### config.mk
export PLATFORM = sky130hd
export DESIGN_NAME = vga_timing_ctrl
export DESIGN_NICKNAME = d
export VERILOG_FILES = /design/src/rtl/vga_timing_ctrl.sv
export SDC_FILE = /design/constraint.sdc
export NUM_CORES = 1
export LEC_CHECK = 0
export CAP_MARGIN = 15
export CORE_ASPECT_RATIO = 0.9
export CORE_MARGIN = 3
export CORE_UTILIZATION = 52
export CTS_BUF_LIST = sky130_fd_sc_hd__clkbuf_2 sky130_fd_sc_hd__clkbuf_4 sky130_fd_sc_hd__clkbuf_8
export DETAILED_ROUTE_END_ITERATION = 10
export GPL_ROUTABILITY_DRIVEN = 0
export PLACE_DENSITY_LB_ADDON = 0.15
export SYNTH_ARGS = -nofsm -noshare
export SYNTH_HDL_FRONTEND = slang
export SYNTH_SLANG_ARGS = --single-unit
### constraint.sdc
create_clock -name pix_clk -period 2.8 [get_ports pix_clk]
set_clock_uncertainty 0.2 [all_clocks]
set_input_delay 0.42 -clock pix_clk [delete_from_list [all_inputs] [get_ports pix_clk]]
set_output_delay 0.42 -clock pix_clk [all_outputs]
set_load 0.02 [all_outputs]
### src/rtl/vga_timing_ctrl.sv
// vga_timing_ctrl
// VGA raster timing generator in the pixel clock domain. Free-running h/v
// counters produce pixel requests (pix_x/pix_y/pix_valid/frame_start) for the
// draw block; the returned pix_data arrives DATA_LAT cycles later. It is then
// registered onto the RGB pins, together with hsync/vsync delayed to match.
//
// Ports:
//   pix_clk      pixel clock
//   rst_n        synchronous active-low reset
//   pix_x/pix_y  requested column/row (0 outside the active area)
//   pix_valid    request lies in the active area
//   frame_start  one-cycle pulse alongside the request for pixel (0,0)
//   pix_data     {R,G,B} returned by the draw block DATA_LAT cycles after request
//   vga_hs       horizontal sync pin (polarity from SYNC_POL)
//   vga_vs       vertical sync pin (polarity from SYNC_POL)
//   vga_rgb      {R,G,B} pin data, forced to 0 during blanking
module vga_timing_ctrl #(
  parameter int unsigned H_ACTIVE = 640,
  parameter int unsigned H_FP     = 16,
  parameter int unsigned H_SYNC   = 96,
  parameter int unsigned H_BP     = 48,
  parameter int unsigned V_ACTIVE = 480,
  parameter int unsigned V_FP     = 10,
  parameter int unsigned V_SYNC   = 2,
  parameter int unsigned V_BP     = 33,
  parameter int unsigned SYNC_POL = 0,
  parameter int unsigned DATA_LAT = 1
) (
  input  logic        pix_clk,
  input  logic        rst_n,
  output logic [11:0] pix_x,
  output logic [11:0] pix_y,
  output logic        pix_valid,
  output logic        frame_start,
  input  logic [11:0] pix_data,
  output logic        vga_hs,
  output logic        vga_vs,
  output logic [11:0] vga_rgb
);

  if (DATA_LAT == 0 || DATA_LAT > 4) begin : g_lat_check
    $error("vga_timing_ctrl: DATA_LAT must be in 1..4");
  end

  localparam logic [11:0] H_TOTAL  = 12'(H_ACTIVE + H_FP + H_SYNC + H_BP);
  localparam logic [11:0] V_TOTAL  = 12'(V_ACTIVE + V_FP + V_SYNC + V_BP);
  localparam logic [11:0] H_ACT    = 12'(H_ACTIVE);
  localparam logic [11:0] V_ACT    = 12'(V_ACTIVE);
  localparam logic [11:0] HS_START = 12'(H_ACTIVE + H_FP);
  localparam logic [11:0] HS_END   = 12'(H_ACTIVE + H_FP + H_SYNC);
  localparam logic [11:0] VS_START = 12'(V_ACTIVE + V_FP);
  localparam logic [11:0] VS_END   = 12'(V_ACTIVE + V_FP + V_SYNC);
  // Pin level while sync is not asserted.
  localparam logic        SYNC_IDLE = (SYNC_POL == 0);

  logic [11:0] h_cnt;
  logic [11:0] v_cnt;
  logic        h_last;
  logic        v_last;
  logic        active;
  logic        hs_raw;
  logic        vs_raw;

  // Stage-0 decode of the raw counters.
  always_comb begin
    h_last = (h_cnt == H_TOTAL - 12'd1);
    v_last = (v_cnt == V_TOTAL - 12'd1);
    active = (h_cnt < H_ACT) && (v_cnt < V_ACT);
    hs_raw = (h_cnt >= HS_START) && (h_cnt < HS_END);
    // Vertical sync depends on v_cnt only, so it toggles at line boundaries.
    vs_raw = (v_cnt >= VS_START) && (v_cnt < VS_END);
  end

  always_ff @(posedge pix_clk) begin
    if (!rst_n) begin
      h_cnt <= '0;
      v_cnt <= '0;
    end else if (h_last) begin
      h_cnt <= '0;
      v_cnt <= v_last ? '0 : v_cnt + 12'd1;
    end else begin
      h_cnt <= h_cnt + 12'd1;
    end
  end

  // Stage 1: registered request to the draw block.
  always_ff @(posedge pix_clk) begin
    if (!rst_n) begin
      pix_valid   <= 1'b0;
      pix_x       <= '0;
      pix_y       <= '0;
      frame_start <= 1'b0;
    end else begin
      pix_valid   <= active;
      pix_x       <= active ? h_cnt : '0;
      pix_y       <= active ? v_cnt : '0;
      frame_start <= (h_cnt == '0) && (v_cnt == '0);
    end
  end

  // Bit [0] lines up with the request stage; bit [DATA_LAT] lines up with
  // the cycle in which the matching pix_data is presented.
  logic [DATA_LAT:0] de_sr;
  logic [DATA_LAT:0] hs_sr;
  logic [DATA_LAT:0] vs_sr;

  always_ff @(posedge pix_clk) begin
    if (!rst_n) begin
      de_sr <= '0;
      hs_sr <= '0;
      vs_sr <= '0;
    end else begin
      de_sr <= {de_sr[DATA_LAT-1:0], active};
      hs_sr <= {hs_sr[DATA_LAT-1:0], hs_raw};
      vs_sr <= {vs_sr[DATA_LAT-1:0], vs_raw};
    end
  end

  // Output stage: registered pins; pix_data is ignored outside the window.
  always_ff @(posedge pix_clk) begin
    if (!rst_n) begin
      vga_rgb <= '0;
      vga_hs  <= SYNC_IDLE;
      vga_vs  <= SYNC_IDLE;
    end else begin
      vga_rgb <= de_sr[DATA_LAT] ? pix_data : '0;
      vga_hs  <= hs_sr[DATA_LAT] ^ SYNC_IDLE;
      vga_vs  <= vs_sr[DATA_LAT] ^ SYNC_IDLE;
    end
  end

endmodule

Word level (Yosys, flattened, before mapping). Index checks and enable logic that the tools add are counted.

Memory bits (writable): 0. Memories kept: 0. Memory bits (read-only): 0. Output and inout bits: 40. Logic and storage cells: 35. Latch bits: 0. Bits of input ports: 14. Register bits: 70.

$add $sub $neg: 2. Divide/modulo/power cells: 0. Equality and inequality tests: 2. $mul: 0. $lt $le $gt $ge: 6. Bitwise logic cells: 3. Reductions and logical operators: 9. Mux-type cells: 1. Shift-type cells: 0.

Operators with widths (number): $add A12 B1 Y12 const B (2); $eq A12 B10 Y1 const B (2); $logic_not A12 Y1 (2); $lt A12 B10 Y1 const B (2); $lt A12 B9 Y1 const B (2); $ge A12 B10 Y1 const B (1); $ge A12 B9 Y1 const B (1); $mux W12 (1); $logic_and A1 B1 Y1 (4); $reduce_and A2 Y1 (2); $not A1 Y1 (3); $reduce_or A2 Y1 (1).

Logic depth before layout (Yosys ltp). Gate-level depths: netlist of the first run.

Depth after elaboration: 3. Mapped depth: 6. Gate-level depth less buffers: 6.

Worst setup path before layout of the first run. Ideal clock, no wire load.

Path type: flip-flop to flip-flop. Start point: register h_cnt[7]. End point: register v_cnt[7]. Data required time: 2.541 ns. Setup slack: 0.508 ns. Library setup time: 0.059 ns. Clock period less this slack: 2.292 ns. Cell stages (with the launch flop): 6. Buffers on the path: 1. Arrival: 2.033 ns. Cell sequence: dfxtp_1 -> or4_4 -> or4_1 -> buf_2 -> or4_1 -> nand2_1.

Word-level cells in the longest chain between the ends: 1.

Ends and longest elaborated chain: start: declaration (line 56) `logic [11:0] h_cnt;`; start signal: assignment (line 82) `h_cnt <= h_cnt + 12'd1;`; $eq A12 B10 Y1 (line 66) `h_last = (h_cnt == H_TOTAL - 12'd1);`; end signal: assignment (line 80) `v_cnt <= v_last ? '0 : v_cnt + 12'd1;`; end: declaration (line 57) `logic [11:0] v_cnt;`.

No other way between the ends. A chain may end at the register's enable or synchronous reset.

Worst setup path in the final report of the first run.
Start point: register h_cnt[0]. End point: register v_cnt[7].

Same word-level chain as after synthesis.

==> results of run 1 <==
==> per-layer routing <==
| layer | track usage | up-vias | wire length [um] |
|---|---|---|---|
| li1 | - | 1008 | - |
| met5 | 0 | - | 0 |
| met2 | 0.322 | 112 | 2390 |
| met1 | 0.244 | 939 | 2190 |
| met4 | 0.0782 | 0 | 76 |
| met3 | 0.0842 | 12 | 533 |
==> path summary, 6_finish.rpt <==
kind                                  to  slack, ns
worst max register to register  v_cnt[7]       0.30
worst min-delay path              vga_vs       0.17
worst min register to register    vga_vs       0.17
worst max-delay path            v_cnt[7]       0.30
==> cell usage after synthesis, types with 2 or more instances <==
| cell type | number | area share |
|---|---|---|
| o211ai_1 | 4 | 0.012 |
| or4_1 | 4 | 0.012 |
| nand2_1 | 18 | 0.027 |
| nand4_1 | 7 | 0.018 |
| a21oi_1 | 5 | 0.010 |
| xor2_1 | 3 | 0.011 |
| nor3_1 | 10 | 0.020 |
| o31ai_1 | 4 | 0.012 |
| mux2i_1 | 3 | 0.012 |
| a31o_2 | 2 | 0.0071 |
| nand3b_1 | 2 | 0.0060 |
| and4_1 | 2 | 0.0071 |
| clkbuf_1 | 13 | 0.020 |
| o21ai_0 | 3 | 0.0060 |
| nand2b_1 | 2 | 0.0050 |
| nor2_1 | 20 | 0.030 |
| inv_1 | 11 | 0.017 |
| xnor2_1 | 7 | 0.025 |
| ha_1 | 4 | 0.020 |
| dfxtp_1 | 69 | 0.56 |
| nand3_1 | 12 | 0.024 |
| nor4_1 | 7 | 0.018 |
| nor4b_1 | 3 | 0.011 |
| and2_1 | 16 | 0.040 |
| and3_1 | 14 | 0.035 |
==> critical path, stage by stage (launching register included) <==
cell     delay [ns]
dfxtp_1        0.39
ha_1           0.25
nand4_1        0.25
or4_1          0.75
or4_1          0.54
nand2_1        0.08
==> through the flow <==
step | utilization | std cells | hold slack [ns]
6_report | 0.733 | 383 | 0.173
5_1_grt | 0.733 | 383 | 0.192
4_1_cts | 0.733 | 383 | 0.175
3_5_place_dp | 0.683 | 367 | 0.159
3_3_place_gp | 0.683 | 367 | 0.156
2_1_floorplan | - | 261 | 0.152
==> flip-flops by register name (all words and copies together) (netlist names) <==
register     flops
de_sr            2
pix_x           12
hs_sr            2
h_cnt           12
vs_sr            2
pix_y           12
vga_hs           1
vga_rgb         12
frame_start      1
vga_vs           1
v_cnt           12
==> cell families (layout without fill, tap and decap cells) <==
kind of cell,after synthesis,in the layout,share of synthesized area
multiplexers,3,3,0.0121
flip-flops,69,69,0.557
XOR/XNOR,10,10,0.0353
buffers and inverters,25,85,0.0383
adder cells (fa/ha/maj),4,4,0.0202
other,1,5,0.00151
AND/OR/NAND/NOR,123,123,0.274
AO/OA/AOI/OAI,22,22,0.0615
==> report_power, final <==
| part | internal (mW) | switching (mW) |
|---|---|---|
| Clock | 0.523 | 0.361 |
| Combinational | 0.0595 | 0.0555 |
| Sequential | 1.00 | 0.0146 |
| Total | 1.59 | 0.431 |
==> cell type report <==
class / instances / share of cell area
clock buffer: 10 / 0.0416
clock inverter: 6 / 0.0261
inverter: 11 / 0.0125
multi-input combinational: 167 / 0.308
sequential: 69 / 0.417
tap: 62 / 0.0234
timing repair buffer: 58 / 0.172
==> placed cells by master (no fill, tap or decap), drive strengths merged, types with 7 or more instances in the layout <==
cell type	count
dfxtp	69
clkdlybuf4s50	53
nor2	20
nand2	18
and2	16
and3	14
nand3	12
inv	11
nor3	10
clkbuf	10
nor4	7
nand4	7
xnor2	7
==> flow_metrics.env, run 1 <==
export IMPL_synth_yosys_warnings=0
export IMPL_overflow=0
export IMPL_core_area_um2=4520
export IMPL_h_tree_depth=3
export IMPL_rsz0062_at_grt="no"
export IMPL_run_status="finished, final reports clean"
export IMPL_nNetsFinal=334
export IMPL_multiInputGateArea_um2=1020
export IMPL_worstSetupStartpoint="h_cnt[0]"
export IMPL_ff2ff_path_depth=5
export IMPL_total_power_mw=2.02
export IMPL_critical_path_class="reg -> reg"
export IMPL_wl_per_cell_um=13.6
export IMPL_period_needed_ns=2.50
export IMPL_drt_first_pass_iters=5
export IMPL_cts_hold_buf=0
export IMPL_cts_clk_slew_worst_paths_ns=0.07
export IMPL_max_freq_mhz=399
export IMPL_post_route_cell_area_um2=3310
export IMPL_dr_first_iter_drc_count=191
export IMPL_critPathMaxFanout=8
export IMPL_root_buffer="clkbuf_8"
export IMPL_worst_slew_pin_slew_ns=0.591
export IMPL_r2r_start="h_cnt[0]"
export IMPL_cts_path_max_buffers=2
export IMPL_crit_path_start_kind="register"
export IMPL_vias_per_cell=5.41
export IMPL_seq_area_um2=1380
export IMPL_grt_pass1_vias=1988
export IMPL_drc=0
export IMPL_grt_max_degree=17
export IMPL_grt_pass1_wl_um=8900
export IMPL_area_growth_pct=33.5
export IMPL_syn_cell_area_um2=2480
export IMPL_hold_violations=0
export IMPL_yosysSeqAreaShare=0.557
export IMPL_rows=23
export IMPL_routed_wl_um=5190
export IMPL_die_area_um2=5640
export IMPL_die_w_um=78.8
export IMPL_diodes=0
export IMPL_die_height_um=71.5
export IMPL_slew_headroom=0.601
export IMPL_ios=54
export IMPL_finalWorstSetupSlack_ns=0.295
export IMPL_end_kind="register"
export IMPL_setup_violations=0
export IMPL_ir_worst_vdd_v=0.000498
export IMPL_portBuffers=53
export IMPL_min_from="vs_sr[1]"
export IMPL_post_cts_resized=0
export IMPL_synth_async_reset_ratio=0
export IMPL_syn_inst=257
export IMPL_post_route_period_util=0.895
export IMPL_leakage_nw=1.28
export IMPL_synth_avg_cell_area_um2=9.65
export IMPL_pre_cts_ws_ns=0.321
export IMPL_min_path_cells=1
export IMPL_cts_made_buffers=9
export IMPL_dpl_hpwl_um=3620
export IMPL_vias=2071
export IMPL_ys_types=37
export IMPL_clkLatencyLatePin_ns=0.34
export IMPL_tns_ns=0
export IMPL_crit_required_ns=2.89
export IMPL_nFillCells=365
export IMPL_antenna_found_initial=0
export IMPL_crit_arrival_ns=2.59
export IMPL_gr_usage_all_layers=0.202
export IMPL_synth_flop_cell="dfxtp_1"
export IMPL_power_density_nw_per_um2=609
export IMPL_synth_seq_cells=69
export IMPL_slew_viol_final=0
export IMPL_synth_edff_count=0
export IMPL_placed_area_um2=3090
export IMPL_drive_gt1_frac=0.0779
export IMPL_cts_tree="built"
export IMPL_hold_class="reg -> reg"
export IMPL_cts_sinks=69
export IMPL_post_cts_setup_buffers=0
export IMPL_drv_cap=0
export IMPL_final_antenna_net_count=0
export IMPL_initial_core_util=0.549
Power figures use the tool's default switching activity.
==> run 2: changes to the inputs <==
- CORE_MARGIN: 3 -> 4
- SKIP_LAST_GASP: not set -> 1
==> flow_metrics.env, run 2 (same netlist as run 1, synthesis figures left out) <==
export IMPL_routed_wl_um=5430
export IMPL_final_cell_mix="dfxtp_1 (69), clkdlybuf4s50_1 (53), nor2_1 (20)"
export IMPL_ir_worst_vdd_v=0.000794
export IMPL_portBuffers=53
export IMPL_cts_hold_buf=0
export IMPL_root_buffer="clkbuf_8"
export IMPL_post_route_period_util=0.890
export IMPL_min_path_cells=1
export IMPL_period_needed_ns=2.49
export IMPL_finalWorstSetupSlack_ns=0.309
export IMPL_crit_path_start_kind="register"
export IMPL_run_status="finished, final reports clean"
export IMPL_r2r_setup_slack_ns=0.31
export IMPL_vias_per_cell=5.23
export IMPL_clkLatencyLatePin_ns=0.34
export IMPL_hold_violations=0
export IMPL_die_area_um2=5940
export IMPL_post_cts_setup_buffers=0
export IMPL_power_density_nw_per_um2=593
export IMPL_overflow=0
export IMPL_vias=2013
export IMPL_dr_wl_met2_um=2450
export IMPL_core_area_um2=4520
export IMPL_drv_cap=0
export IMPL_rows=23
export IMPL_slew_viol_final=0
export IMPL_cts_tree="built"
export IMPL_cts_path_max_buffers=2
export IMPL_grt_max_degree=17
export IMPL_critPathMaxFanout=8
export IMPL_worstHoldEndpoint="vga_vs"
export IMPL_end_kind="register"
export IMPL_grt_pass1_vias=1905
export IMPL_drive_gt1_frac=0.0836
export IMPL_worst_slew_pin_slew_ns=0.607
export IMPL_diodes=0
export IMPL_drt_first_pass_iters=4
export IMPL_critical_path_class="reg -> reg"
export IMPL_slew_headroom=0.592
export IMPL_r2r_start="h_cnt[0]"
export IMPL_die_w_um=80.8
export IMPL_initial_core_util=0.549
export IMPL_nNetsFinal=336
export IMPL_ff2ff_path_depth=5
export IMPL_cts_made_buffers=9
export IMPL_final_common_cell="dfxtp_1"
export IMPL_crit_arrival_ns=2.58
export IMPL_ios=54
export IMPL_cts_clk_slew_worst_paths_ns=0.07
export IMPL_tns_ns=0
export IMPL_crit_required_ns=2.89
export IMPL_nFillCells=360
export IMPL_post_cts_resized=0
export IMPL_dr_first_iter_drc_count=104
export IMPL_rsz0062_at_grt="no"
export IMPL_dpl_hpwl_um=3810
export IMPL_antenna_found_initial=0
export IMPL_gr_usage_all_layers=0.199
export IMPL_leakage_nw=1.28
export IMPL_wl_per_cell_um=14.1
export IMPL_setup_violations=0
export IMPL_final_antenna_net_count=0
export IMPL_min_from="vs_sr[1]"
export IMPL_hold_class="reg -> reg"
export IMPL_top_layer_used="met4"
export IMPL_max_freq_mhz=401
export IMPL_rr_endpoint="v_cnt[7]"
export IMPL_h_tree_depth=3
export IMPL_wl_met3_um=442
export IMPL_die_height_um=73.5
export IMPL_wl_met1_um=2400
export IMPL_drc=0
export IMPL_hold_slack_ns=0.182
export IMPL_area_growth_pct=33.5
export IMPL_pre_cts_ws_ns=0.317
export IMPL_cts_sinks=69
export IMPL_grt_pass1_wl_um=8900
## run 2: changes by cell type in the layout (fill, tap and decap cells not counted)
cell | before | now
clkinv_2 | 2 | 1
clkinvlp_4 | 1 | 2
clkbuf_8 | 10 | 11
buf_4 | 5 | 7
bufinv_16 | 2 | 1
## run 2: cell type report
| type | count | area (um^2) | share of cell area |
|---|---|---|---|
| flip-flops and latches | 69 | 1380 | 0.417 |
| clock inverters | 5 | 58.8 | 0.0177 |
| repair buffers | 60 | 583 | 0.176 |
| well taps | 62 | 77.6 | 0.0234 |
| multi-input cells | 167 | 1020 | 0.308 |
| inverters | 11 | 41.3 | 0.0125 |
| clock buffers | 11 | 151 | 0.0457 |
## run 2: routing by layer
metal	track usage	vias to the layer above
met1	0.248	905
met3	0.0735	12
li1	-	1016
met5	0	-
met2	0.298	80
met4	0.109	0
## run 2: worst max path at each step
stage,from,to,slack [ns],cells past startpoint
global route,h_cnt[0],v_cnt[7],0.23,5
floorplan,h_cnt[7],v_cnt[7],0.51,5
finish,h_cnt[0],v_cnt[7],0.31,5
detailed placement,h_cnt[0],v_cnt[7],0.32,5
CTS,h_cnt[0],v_cnt[7],0.31,5
global placement,h_cnt[7],v_cnt[7],0.40,4
## run 2: worst max-delay path, cell delays in order, from the launching register on
cell	delay (ns)
dfxtp_1	0.39
ha_1	0.24
nand4_1	0.25
or4_1	0.74
or4_1	0.54
nand2_1	0.07
## run 2: through the flow
step           utilization  area, um^2  total power, mW  instances
2_1_floorplan            -        2500             1.09        261
3_3_place_gp         0.687        3100             1.16        369
3_5_place_dp         0.687        3100             1.16        369
4_1_cts              0.733        3310             1.98        385
5_1_grt              0.733        3310             2.03        385
6_report             0.733        3310             1.96        385
## run 2: power breakdown
part           switching, mW  internal (mW)
Sequential            0.0141           1.00
Combinational         0.0569         0.0614
Clock                  0.369          0.459
